$ cat src/rtl/reg_timeout_guard_pkg.sv
// Shared register-bus types and the common error-response pattern used by
// every bus error responder in this slice.
package reg_timeout_guard_pkg;

    localparam logic [31:0] REG_BUS_ERR_RDATA = 32'hBADC_AB1E;

    typedef struct packed {
        logic [31:0] addr;
        logic        write;
        logic [31:0] wdata;
        logic [3:0]  wstrb;
        logic        valid;
    } reg_bus_req_t;

    typedef struct packed {
        logic [31:0] rdata;
        logic        error;
        logic        ready;
    } reg_bus_rsp_t;

endpackage

$ cat src/rtl/reg_timeout_guard.sv
// Register-bus watchdog: forwards requests unchanged and completes a stalled
// request with an error response once the peripheral exceeds TimeoutCycles.
module reg_timeout_guard
    import reg_timeout_guard_pkg::*;
#(
    parameter int unsigned TimeoutCycles = 255,
    parameter logic [31:0] ErrRdata      = REG_BUS_ERR_RDATA,
    parameter type         req_t         = reg_bus_req_t,
    parameter type         rsp_t         = reg_bus_rsp_t,
    parameter int unsigned CntWidth      = $clog2(TimeoutCycles + 1)
) (
    input  logic       clk_i,
    input  logic       rst_i,
    input  req_t       src_req_i,
    output rsp_t       src_rsp_o,
    output req_t       dst_req_o,
    input  rsp_t       dst_rsp_i,
    output logic       timeout_o,
    output logic [7:0] timeout_cnt_o,
    input  logic       clr_i
);

    typedef enum logic [1:0] {
        ST_IDLE    = 2'd0,
        ST_WAIT    = 2'd1,
        ST_RESPOND = 2'd2
    } state_e;

    localparam logic [CntWidth-1:0] CNT_LAST = CntWidth'(TimeoutCycles - 1);

    state_e              state_r;
    state_e              state_next_s;
    logic [CntWidth-1:0] cnt_r;
    logic [CntWidth-1:0] cnt_next_s;
    logic                stall_s;
    logic                timeout_r;
    logic [7:0]          timeout_cnt_r;

    assign stall_s = src_req_i.valid & ~dst_rsp_i.ready;

    // State and stall-cycle counter registers
    always_ff @(posedge clk_i or posedge rst_i) begin
        if (rst_i) begin
            state_r <= ST_IDLE;
            cnt_r   <= '0;
        end else begin
            state_r <= state_next_s;
            cnt_r   <= cnt_next_s;
        end
    end

    // Next-state logic; Idle and Wait share the stall test so TimeoutCycles=1 needs no special case
    always_comb begin
        state_next_s = state_r;
        cnt_next_s   = '0;
        case (state_r)
            ST_IDLE, ST_WAIT: begin
                if (!stall_s) begin
                    state_next_s = ST_IDLE;
                    cnt_next_s   = '0;
                end else if (cnt_r == CNT_LAST) begin
                    state_next_s = ST_RESPOND;
                    cnt_next_s   = '0;
                end else begin
                    state_next_s = ST_WAIT;
                    cnt_next_s   = cnt_r + CntWidth'(1);
                end
            end
            ST_RESPOND: begin
                state_next_s = ST_IDLE;
                cnt_next_s   = '0;
            end
            default: begin
                state_next_s = ST_IDLE;
                cnt_next_s   = '0;
            end
        endcase
    end

    // Bus outputs: transparent except for the single error-completion cycle
    always_comb begin
        dst_req_o = src_req_i;
        src_rsp_o = dst_rsp_i;
        if (state_r == ST_RESPOND) begin
            dst_req_o.valid = 1'b0;
            src_rsp_o.ready = 1'b1;
            src_rsp_o.error = 1'b1;
            src_rsp_o.rdata = ErrRdata;
        end else begin
            dst_req_o = src_req_i;
            src_rsp_o = dst_rsp_i;
        end
    end

    // Timeout pulse is registered so it lines up with the Respond cycle
    always_ff @(posedge clk_i or posedge rst_i) begin
        if (rst_i) begin
            timeout_r <= 1'b0;
        end else begin
            timeout_r <= (state_next_s == ST_RESPOND);
        end
    end

    // Saturating timeout event counter; clear takes priority over increment
    always_ff @(posedge clk_i or posedge rst_i) begin
        if (rst_i) begin
            timeout_cnt_r <= 8'd0;
        end else if (clr_i) begin
            timeout_cnt_r <= 8'd0;
        end else if ((state_r == ST_RESPOND) && (timeout_cnt_r != 8'hFF)) begin
            timeout_cnt_r <= timeout_cnt_r + 8'd1;
        end else begin
            timeout_cnt_r <= timeout_cnt_r;
        end
    end

    assign timeout_o     = timeout_r;
    assign timeout_cnt_o = timeout_cnt_r;

endmodule

$ cat config.mk
export PLATFORM = sky130hd
export DESIGN_NAME = reg_timeout_guard
export DESIGN_NICKNAME = d
export VERILOG_FILES = /design/src/rtl/reg_timeout_guard_pkg.sv /design/src/rtl/reg_timeout_guard.sv
export SDC_FILE = /design/constraint.sdc
export NUM_CORES = 1
export LEC_CHECK = 0
export CAP_MARGIN = 10
export CORE_AREA = 3 3 85 87
export DETAILED_ROUTE_END_ITERATION = 7
export DIE_AREA = 0 0 88 90
export GPL_TIMING_DRIVEN = 0
export PLACE_DENSITY = 0.86
export REMOVE_ABC_BUFFERS = 1
export SETUP_SLACK_MARGIN = 0.2
export SYNTH_ARGS = -nofsm -noshare
export SYNTH_HDL_FRONTEND = slang
export SYNTH_SLANG_ARGS = --single-unit
$ cat constraint.sdc
create_clock -name clk_i -period 4.75 [get_ports clk_i]
set_clock_uncertainty 0.15 [all_clocks]
set_input_delay 0.95 -clock clk_i [delete_from_list [all_inputs] [get_ports clk_i]]
set_output_delay 0.95 -clock clk_i [all_outputs]
set_load 0.02 [all_outputs]
==> run metrics, run 1 <==
number of global-route vias before repair roughly 1500; Critical Path Source Type input port; Die Area between 7000 and 8000 sq um; max_slew headroom about 53%; Ys Warns 0; vias between 1000 and 1500; CTS tree yes; num ports 220; Die Y roughly 90 um; fin crit period 3350 ps; core box area ~6400 sq um; total congestion overflow 0; Syn Inst Count between 200 and 250; Final Hold Vio Count 0; clk sinks 19; Max Transition Viols Final 0; residual DRC count 0; most common cell in the synthesized netlist buf_4; FMAX between 200 and 300 MHz; Crit path required time ~3700 ps; Main synth FF type dfrtp_1; clock-pin slew on the worst setup and hold paths approximately 70 ps; sequential area share after synthesis roughly 28%; Synth top area share 30.6%; routed wire length 11.3 mm; actual slew at the worst max-slew pin roughly 700 ps; postcts setup bufs 0; Crit Path Category input port to output port; final instance area 2110 sq um; P per Cell Area roughly 180 nW/um^2; first-pass GRT wire length ~14 mm; period utilization ~70%; initial drt markers 55; Antenna Nets Post-Route 0; H-tree levels 1; starting density of the core between 20% and 30%; Root Buffer Master clkbuf_8; Hold Buf Count CTS 0; Ant. Diodes 0; unrepaired setup endpoints after global routing no; total CTS buffers 3; Syn Std Cell Area between 1500 and 2000 sq um; drt via density 5.00; Area Overhead vs Synth 24.8%; share of cells above drive strength 1 ~4.7%; number of gates resized after cts 0; Port Buf Inserts slightly above 80; Pint approximately 280 uW; Net Switching 108 uW; first drt pass iteration count 4; distinct cell type count after synthesis 34; top post-synthesis cells by area buf_4 31%, dfrtp_1 28%, nand2b_1 8.1%; final setup TNS 0 ps; largest net degree at the start of global routing 37; switching share of power roughly 28%; GP Congestion roughly 0.98; top cells by count, synth 69 x buf_4, 22 x nand2b_1, 19 x dfrtp_1; Routed WL per cell between 30 and 40 um; CP arrival around 2300 ps; GRT Total Usage between 20 and 30%; Clock Power Share about 30%; Seq pwr share a little over two fifths; Max-Cap Viols 0; post-synthesis area per instance between 8 and 9 sq um; HP Class flop to flop; Logic pwr share ~28%; final net count between 300 and 400; static leakage a little under 0.0009 uW; post-synth top area cell buf_4; Max Buffers Root-to-Sink 2; CP endpoint kind output port; Crit Path Max Fanout 1; setup violators final 0; Post-synth ARST share between 90% and 100%; outcome finished, final reports clean; EDFF count, synth 0; initial antenna violation count 0; register bit count reported by yosys 19; worst vdd ir between 100 and 150 uV; Die X-Extent about 88 um; site row count 29; Worst-Skew Late Latency 260 ps; DP Wirelength ~10 mm; placed inst area roughly 2100 sq um
==> per-stage QoR <==
step / instances / worst slack (ps) / util (%) / power, uW / hold WS [ps]
floorplan: 126 / 2380 / - / 206 / 364
global route: 289 / 1370 / 32.9 / 409 / 456
CTS: 288 / 1140 / 32.7 / 393 / 424
global placement: 284 / 1420 / 32.0 / 277 / 387
detailed placement: 284 / 1420 / 32.0 / 276 / 404
finish: 289 / 1400 / 32.9 / 391 / 425
==> flip-flops by register name, indices dropped and copies added (netlist names) <==
register       flops
cnt_r              8
state_r            2
timeout_cnt_o      8
timeout_o          1
==> final cells by class <==
class | instances | area [sq um]
Multi-Input combinational cell | 103 | 656
Tap cell | 77 | 96.3
Timing Repair Buffer | 82 | 826
Clock inverter | 1 | 5.00
Inverter | 4 | 15.0
Clock buffer | 3 | 41.3
Sequential cell | 19 | 475
Fill cell | 648 | 4310
==> cell usage in the layout (no fill, tap or decap), drive strengths merged, types with 4 or more instances in the layout <==
| cell | n |
|---|---|
| nor2 | 15 |
| dfrtp | 19 |
| inv | 4 |
| xor2 | 4 |
| nand3 | 6 |
| a31oi | 5 |
| nand2b | 23 |
| clkdlybuf4s50 | 81 |
| and3 | 4 |
| nor3 | 6 |
| and2 | 14 |
==> path summary, 6_finish.rpt <==
check | startpoint | end | slack (ps) | depth (start not counted)
setup / recovery | dst_rsp_i[28] | src_rsp_o[28] | 1400 | 3
hold / removal | cnt_r[3]$_DFF_PP0_ | cnt_r[3]$_DFF_PP0_ | 420 | 2
setup reg to reg | timeout_cnt_o[0]$_DFFE_PP0P_ | timeout_cnt_o[5]$_DFFE_PP0P_ | 2990 | 5
hold reg to reg | cnt_r[3]$_DFF_PP0_ | cnt_r[3]$_DFF_PP0_ | 420 | 2
max in group asynchronous | rst_i | cnt_r[7]$_DFF_PP0_ | 3060 | 2
min in group asynchronous | rst_i | cnt_r[2]$_DFF_PP0_ | 940 | 2
==> power by group through the flow <==
stage / combinational [uW] / sequential (uW) / clock, uW
floorplan: 38.4 / 167 / 0
detailed placement: 108 / 168 / 0
finish: 110 / 165 / 117
global placement: 109 / 168 / 0
global route: 116 / 165 / 127
CTS: 110 / 165 / 119
==> routing by layer <==
metal,share of wire [%],track usage (%)
met5,0.71,12.6
met4,3.8,9.72
met3,29,37.0
met2,39,36.2
met1,28,23.6
==> logic make-up (layout without fill, tap and decap cells) <==
family | count (synthesis) | after routing | share of synthesized area, %
fa+ha+maj | 3 | 3 | 2.22
xor+xnor | 5 | 5 | 2.58
simple gates | 77 | 77 | 26.4
buf+inv | 79 | 90 | 33.2
flops | 19 | 19 | 28.1
mux | 1 | 1 | 0.591
compound gates | 17 | 17 | 6.87
==> worst max-delay path, cell delays in order <==
cell and delay (ps):
clkdlybuf4s50_1 450, and2_1 140, clkdlybuf4s50_1 710
Note: power is estimated with default switching activity, not from simulation.
==> run 2, diff against run 1 <==
Settings changed: CORE_AREA 3 3 85 87 to default, CORE_ASPECT_RATIO from default to 1.75, CORE_MARGIN from default to 3, CORE_UTILIZATION from default to 23, DIE_AREA 0 0 88 90 to default, PLACE_DENSITY 0.86 to 0.82.
Clock period 4.75 ns to 2.94 ns, I/O delays scaled along.
==> run metrics, run 2 (synthesis gave the netlist of run 1 again) <==
outcome finished, final reports clean; Fill cells about 740; dpl ws 15.3 ps; GP Congestion between 0.8 and 0.9; most common cell after layout, fill and taps aside clkdlybuf4s50_1; Worst path max stage delay approximately 700 ps; Crit Path Max Fanout 36; Ant. Diodes 0; Antenna Nets Post-Route 0; actual slew at the worst max-slew pin 725 ps; starting density of the core 24.2%; Crit Path Category flop to output port; largest net degree at the start of global routing 37; P per Cell Area around 340 nW/um^2; final net count around 320; GRT Total Usage approximately 25%; initial drt markers 53; first-pass GRT wire length 13.8 mm; Max Transition Viols Final 0; unrepaired setup endpoints after global routing no; Die Y around 120 um; final setup TNS 0 ps; initial antenna violation count 0; share of cells above drive strength 1 ~4.7%; routed wire length about 11 mm; number of global-route vias before repair around 1400; site row count 40; postcts setup bufs 0; CP arrival about 1900 ps; DP Wirelength ~9.8 mm; setup violators final 0; crit-path cells nand2b_4, and2_1, clkdlybuf4s50_1; num ports 220; CP max stage cell clkdlybuf4s50_1; Critical Path Source Type flop; most frequent cells in the layout 81 x clkdlybuf4s50_1, 21 x nand2b_1, 19 x dfrtp_1, 15 x nor2_1, 14 x and2_1; first drt pass iteration count 4; Root Buffer Master clkbuf_16; Crit path required time 2200 ps; post-layout util between 30% and 40%; Die Area between 8000 and 9000 sq um; total CTS buffers 3; final instance area about 2100 sq um; total congestion overflow 0; static leakage about 0.00090 uW; HP Class flop to flop; Worst-Skew Late Latency roughly 250 ps; Die X-Extent slightly above 70 um; CP Buf/Inv Count 1; fin crit period roughly 2600 ps; residual DRC count 0; Area Overhead vs Synth 26.9%; clk sinks 19; drt via density approximately 4.6; vias between 1000 and 1500; Port Buf Inserts 81; Max-Cap Viols 0; clock-pin slew on the worst setup and hold paths about 50 ps; Top delay family on crit path buffers and inverters; Hold WS 414 ps; Hold Buf Count CTS 0; H-tree levels 1; CTS tree yes; placed inst area 2060 sq um; Max Buffers Root-to-Sink 2; core box area roughly 7000 sq um; FMAX 384 MHz; Routed WL per cell 36.9 um; worst vdd ir roughly 300 uV; CP endpoint kind output port; Final WS setup 338 ps; Final Hold Vio Count 0; max_slew headroom roughly half; number of gates resized after cts 2; period utilization roughly nine tenths
[run 2: final timing paths]
check                      slack (ps)  cells after the start                         start                           end
setup / recovery                  340                      3          state_r[1]$_DFF_PP0_                 src_rsp_o[16]
hold / removal                    410                      2            cnt_r[3]$_DFF_PP0_            cnt_r[3]$_DFF_PP0_
setup reg to reg                 1200                      5  timeout_cnt_o[0]$_DFFE_PP0P_  timeout_cnt_o[5]$_DFFE_PP0P_
hold reg to reg                   410                      2            cnt_r[3]$_DFF_PP0_            cnt_r[3]$_DFF_PP0_
max in group asynchronous        1580                      2                         rst_i  timeout_cnt_o[3]$_DFFE_PP0P_
min in group asynchronous         610                      2                         rst_i          state_r[1]$_DFF_PP0_
[run 2: area by class of cell]
cell class / instances / area (sq um) / area share, %
clock inverters: 1 / 5.00 / 0.233
well taps: 84 / 105 / 4.89
multi-input cells: 103 / 663 / 30.8
flip-flops and latches: 19 / 475 / 22.1
inverters: 4 / 15.0 / 0.698
clock buffers: 3 / 75.1 / 3.49
repair buffers: 81 / 811 / 37.7
[run 2: power breakdown]
part / internal (uW) / switching, uW
sequential: 264 / 3.19
clock: 182 / 98.8
combinational: 99.3 / 72.9
[run 2: worst min-delay path, delay by kind of cell (launching register included)]
| kind | cells | cell delay (ps) |
|---|---|---|
| flip-flops | 1 | 370 |
| XOR/XNOR | 1 | 80 |
| AND/OR/NAND/NOR | 1 | 80 |
[run 2: per-stage QoR]
| stage | instances | total power [uW] |
|---|---|---|
| finish | 295 | 720 |
| global placement | 291 | 442 |
| CTS | 295 | 728 |
| floorplan | 126 | 332 |
| detailed placement | 291 | 441 |
| global route | 295 | 746 |
[run 2: routing by layer]
metal	track usage (%)	share of wire, %	up-vias	routed length, um
met5	0	0	-	0
met4	3.29	0.45	0	49
met3	35.2	30	6	3260
met2	45.9	53	185	5780
met1	11.3	16	573	1790
li1	-	-	603	-
==> run 3, diff against run 2 <==
Settings changed: CORE_MARGIN 3 to 2, GPL_TIMING_DRIVEN 0 to default.
==> run metrics, run 3 (synthesis gave the netlist of run 1 again) <==
Port Buf Inserts 81; Die Y around 120 um; initial antenna violation count 0; Critical Path Source Type input port; DP Wirelength ~9.9 mm; most common cell after layout, fill and taps aside clkdlybuf4s50_1; FMAX between 300 and 400 MHz; H-tree levels 1; starting density of the core 23.6%; Worst Reg-to-Reg Cells 5; HP Class flop to flop; num ports 220; CTS tree yes; Worst-Skew Late Latency around 250 ps; outcome finished, final reports clean; core box area 7180 sq um; CP endpoint kind output port; Max-Cap Viols 0; clock-pin slew on the worst setup and hold paths roughly 50 ps; Die X-Extent ~69 um; FF-to-FF End timeout_cnt_o[5]$_DFFE_PP0P_; end of the critical path src_rsp_o[2]; final net count between 300 and 400; routed wire length about 11 mm; most frequent cells in the layout 81 x clkdlybuf4s50_1, 22 x nand2b_1, 19 x dfrtp_1, 15 x nor2_1, 14 x and2_1; final setup TNS 0 ps; unrepaired setup endpoints after global routing no; Crit Path Category input port to output port; number of gates resized after cts 0; worst vdd ir 321 uV; drt via density between 4 and 5; Crit path required time between 2000 and 2500 ps; Final Hold Vio Count 0; flop-to-flop setup slack about 1100 ps; clk sinks 19; largest net degree at the start of global routing 20; total congestion overflow 0; first drt pass iteration count 4; setup violators final 0; Hold Buf Count CTS 0; GRT Total Usage a little over a quarter; Routed WL per cell roughly 37 um; Critical Path Source dst_rsp_i[2]; Ant. Diodes 0; Area Overhead vs Synth 27.4%; period utilization 88.5%; Max Buffers Root-to-Sink 2; total CTS buffers 3; r2r startpoint timeout_cnt_o[0]$_DFFE_PP0P_; actual slew at the worst max-slew pin 733 ps; first-pass GRT wire length about 13 mm; max_slew headroom between 50 and 60%; site row count slightly above 40; Die Area around 8000 sq um; fin crit period roughly 2600 ps; vias 1426; Max Transition Viols Final 0; dpl ws about 370 ps; initial drt markers 90; overall power a little over 700 uW; Antenna Nets Post-Route 0; postcts setup bufs 0; P per Cell Area approximately 330 nW/um^2; static leakage slightly above 0.0009 uW; CP arrival 1860 ps; Crit Path Max Fanout 1; share of cells above drive strength 1 under 10%; Root Buffer Master clkbuf_16; residual DRC count 0; Final WS setup roughly 340 ps; GP Congestion between 0.8 and 0.9; number of global-route vias before repair ~1400
-- run 3: changes by cell type in the layout (fill, tap and decap cells not counted), sizes merged --
cell,change
buf,+2
clkbuf,+1
clkinv,-1
-- run 3: report_power, final --
group / leakage [uW] / switching, uW / total, uW / internal (uW)
Sequential: 0.000263 / 3.23 / 267 / 264
Clock: 0.0000382 / 95.2 / 280 / 184
Combinational: 0.000604 / 73.1 / 172 / 99.1
-- run 3: worst max-delay path, cell delays in order --
cell	delay, ps
clkdlybuf4s50_1	470
and2_1	180
clkdlybuf4s50_1	620
-- run 3: area by class of cell --
class | instances | area (sq um)
Sequential cell | 19 | 475
Inverter | 4 | 15.0
Timing Repair Buffer | 83 | 826
Clock buffer | 4 | 78.8
Fill cell | 760 | 5020
Multi-Input combinational cell | 103 | 656
Tap cell | 86 | 108
-- run 3: stage by stage --
| step | utilization (%) | instance area [sq um] | instances | hold slack [ps] |
|---|---|---|---|---|
| CTS | 30.1 | 2160 | 299 | 409 |
| finish | 30.1 | 2160 | 299 | 411 |
| detailed placement | 29.0 | 2080 | 295 | 401 |
| global placement | 29.0 | 2080 | 295 | 383 |
| floorplan | - | 1150 | 126 | 364 |
| global route | 30.1 | 2160 | 299 | 434 |
-- run 3: metal layers --
layer	global-route usage, %	routed length [um]
met1	17.3	2260
met2	47.2	5770
met3	26.2	2770
met4	6.86	286
met5	0	0
-- run 3: how the worst min path moves through the flow --
| stage | from | end | slack [ps] | depth (start not counted) |
|---|---|---|---|---|
| 2_1_floorplan | cnt_r[7]$_DFF_PP0_ | cnt_r[7]$_DFF_PP0_ | 360 | 2 |
| 3_3_place_gp | cnt_r[7]$_DFF_PP0_ | cnt_r[7]$_DFF_PP0_ | 380 | 2 |
| 3_5_place_dp | cnt_r[7]$_DFF_PP0_ | cnt_r[7]$_DFF_PP0_ | 400 | 2 |
| 4_1_cts | cnt_r[7]$_DFF_PP0_ | cnt_r[7]$_DFF_PP0_ | 410 | 2 |
| 5_1_grt | cnt_r[7]$_DFF_PP0_ | cnt_r[7]$_DFF_PP0_ | 430 | 2 |
| 6_report | cnt_r[7]$_DFF_PP0_ | cnt_r[7]$_DFF_PP0_ | 410 | 2 |
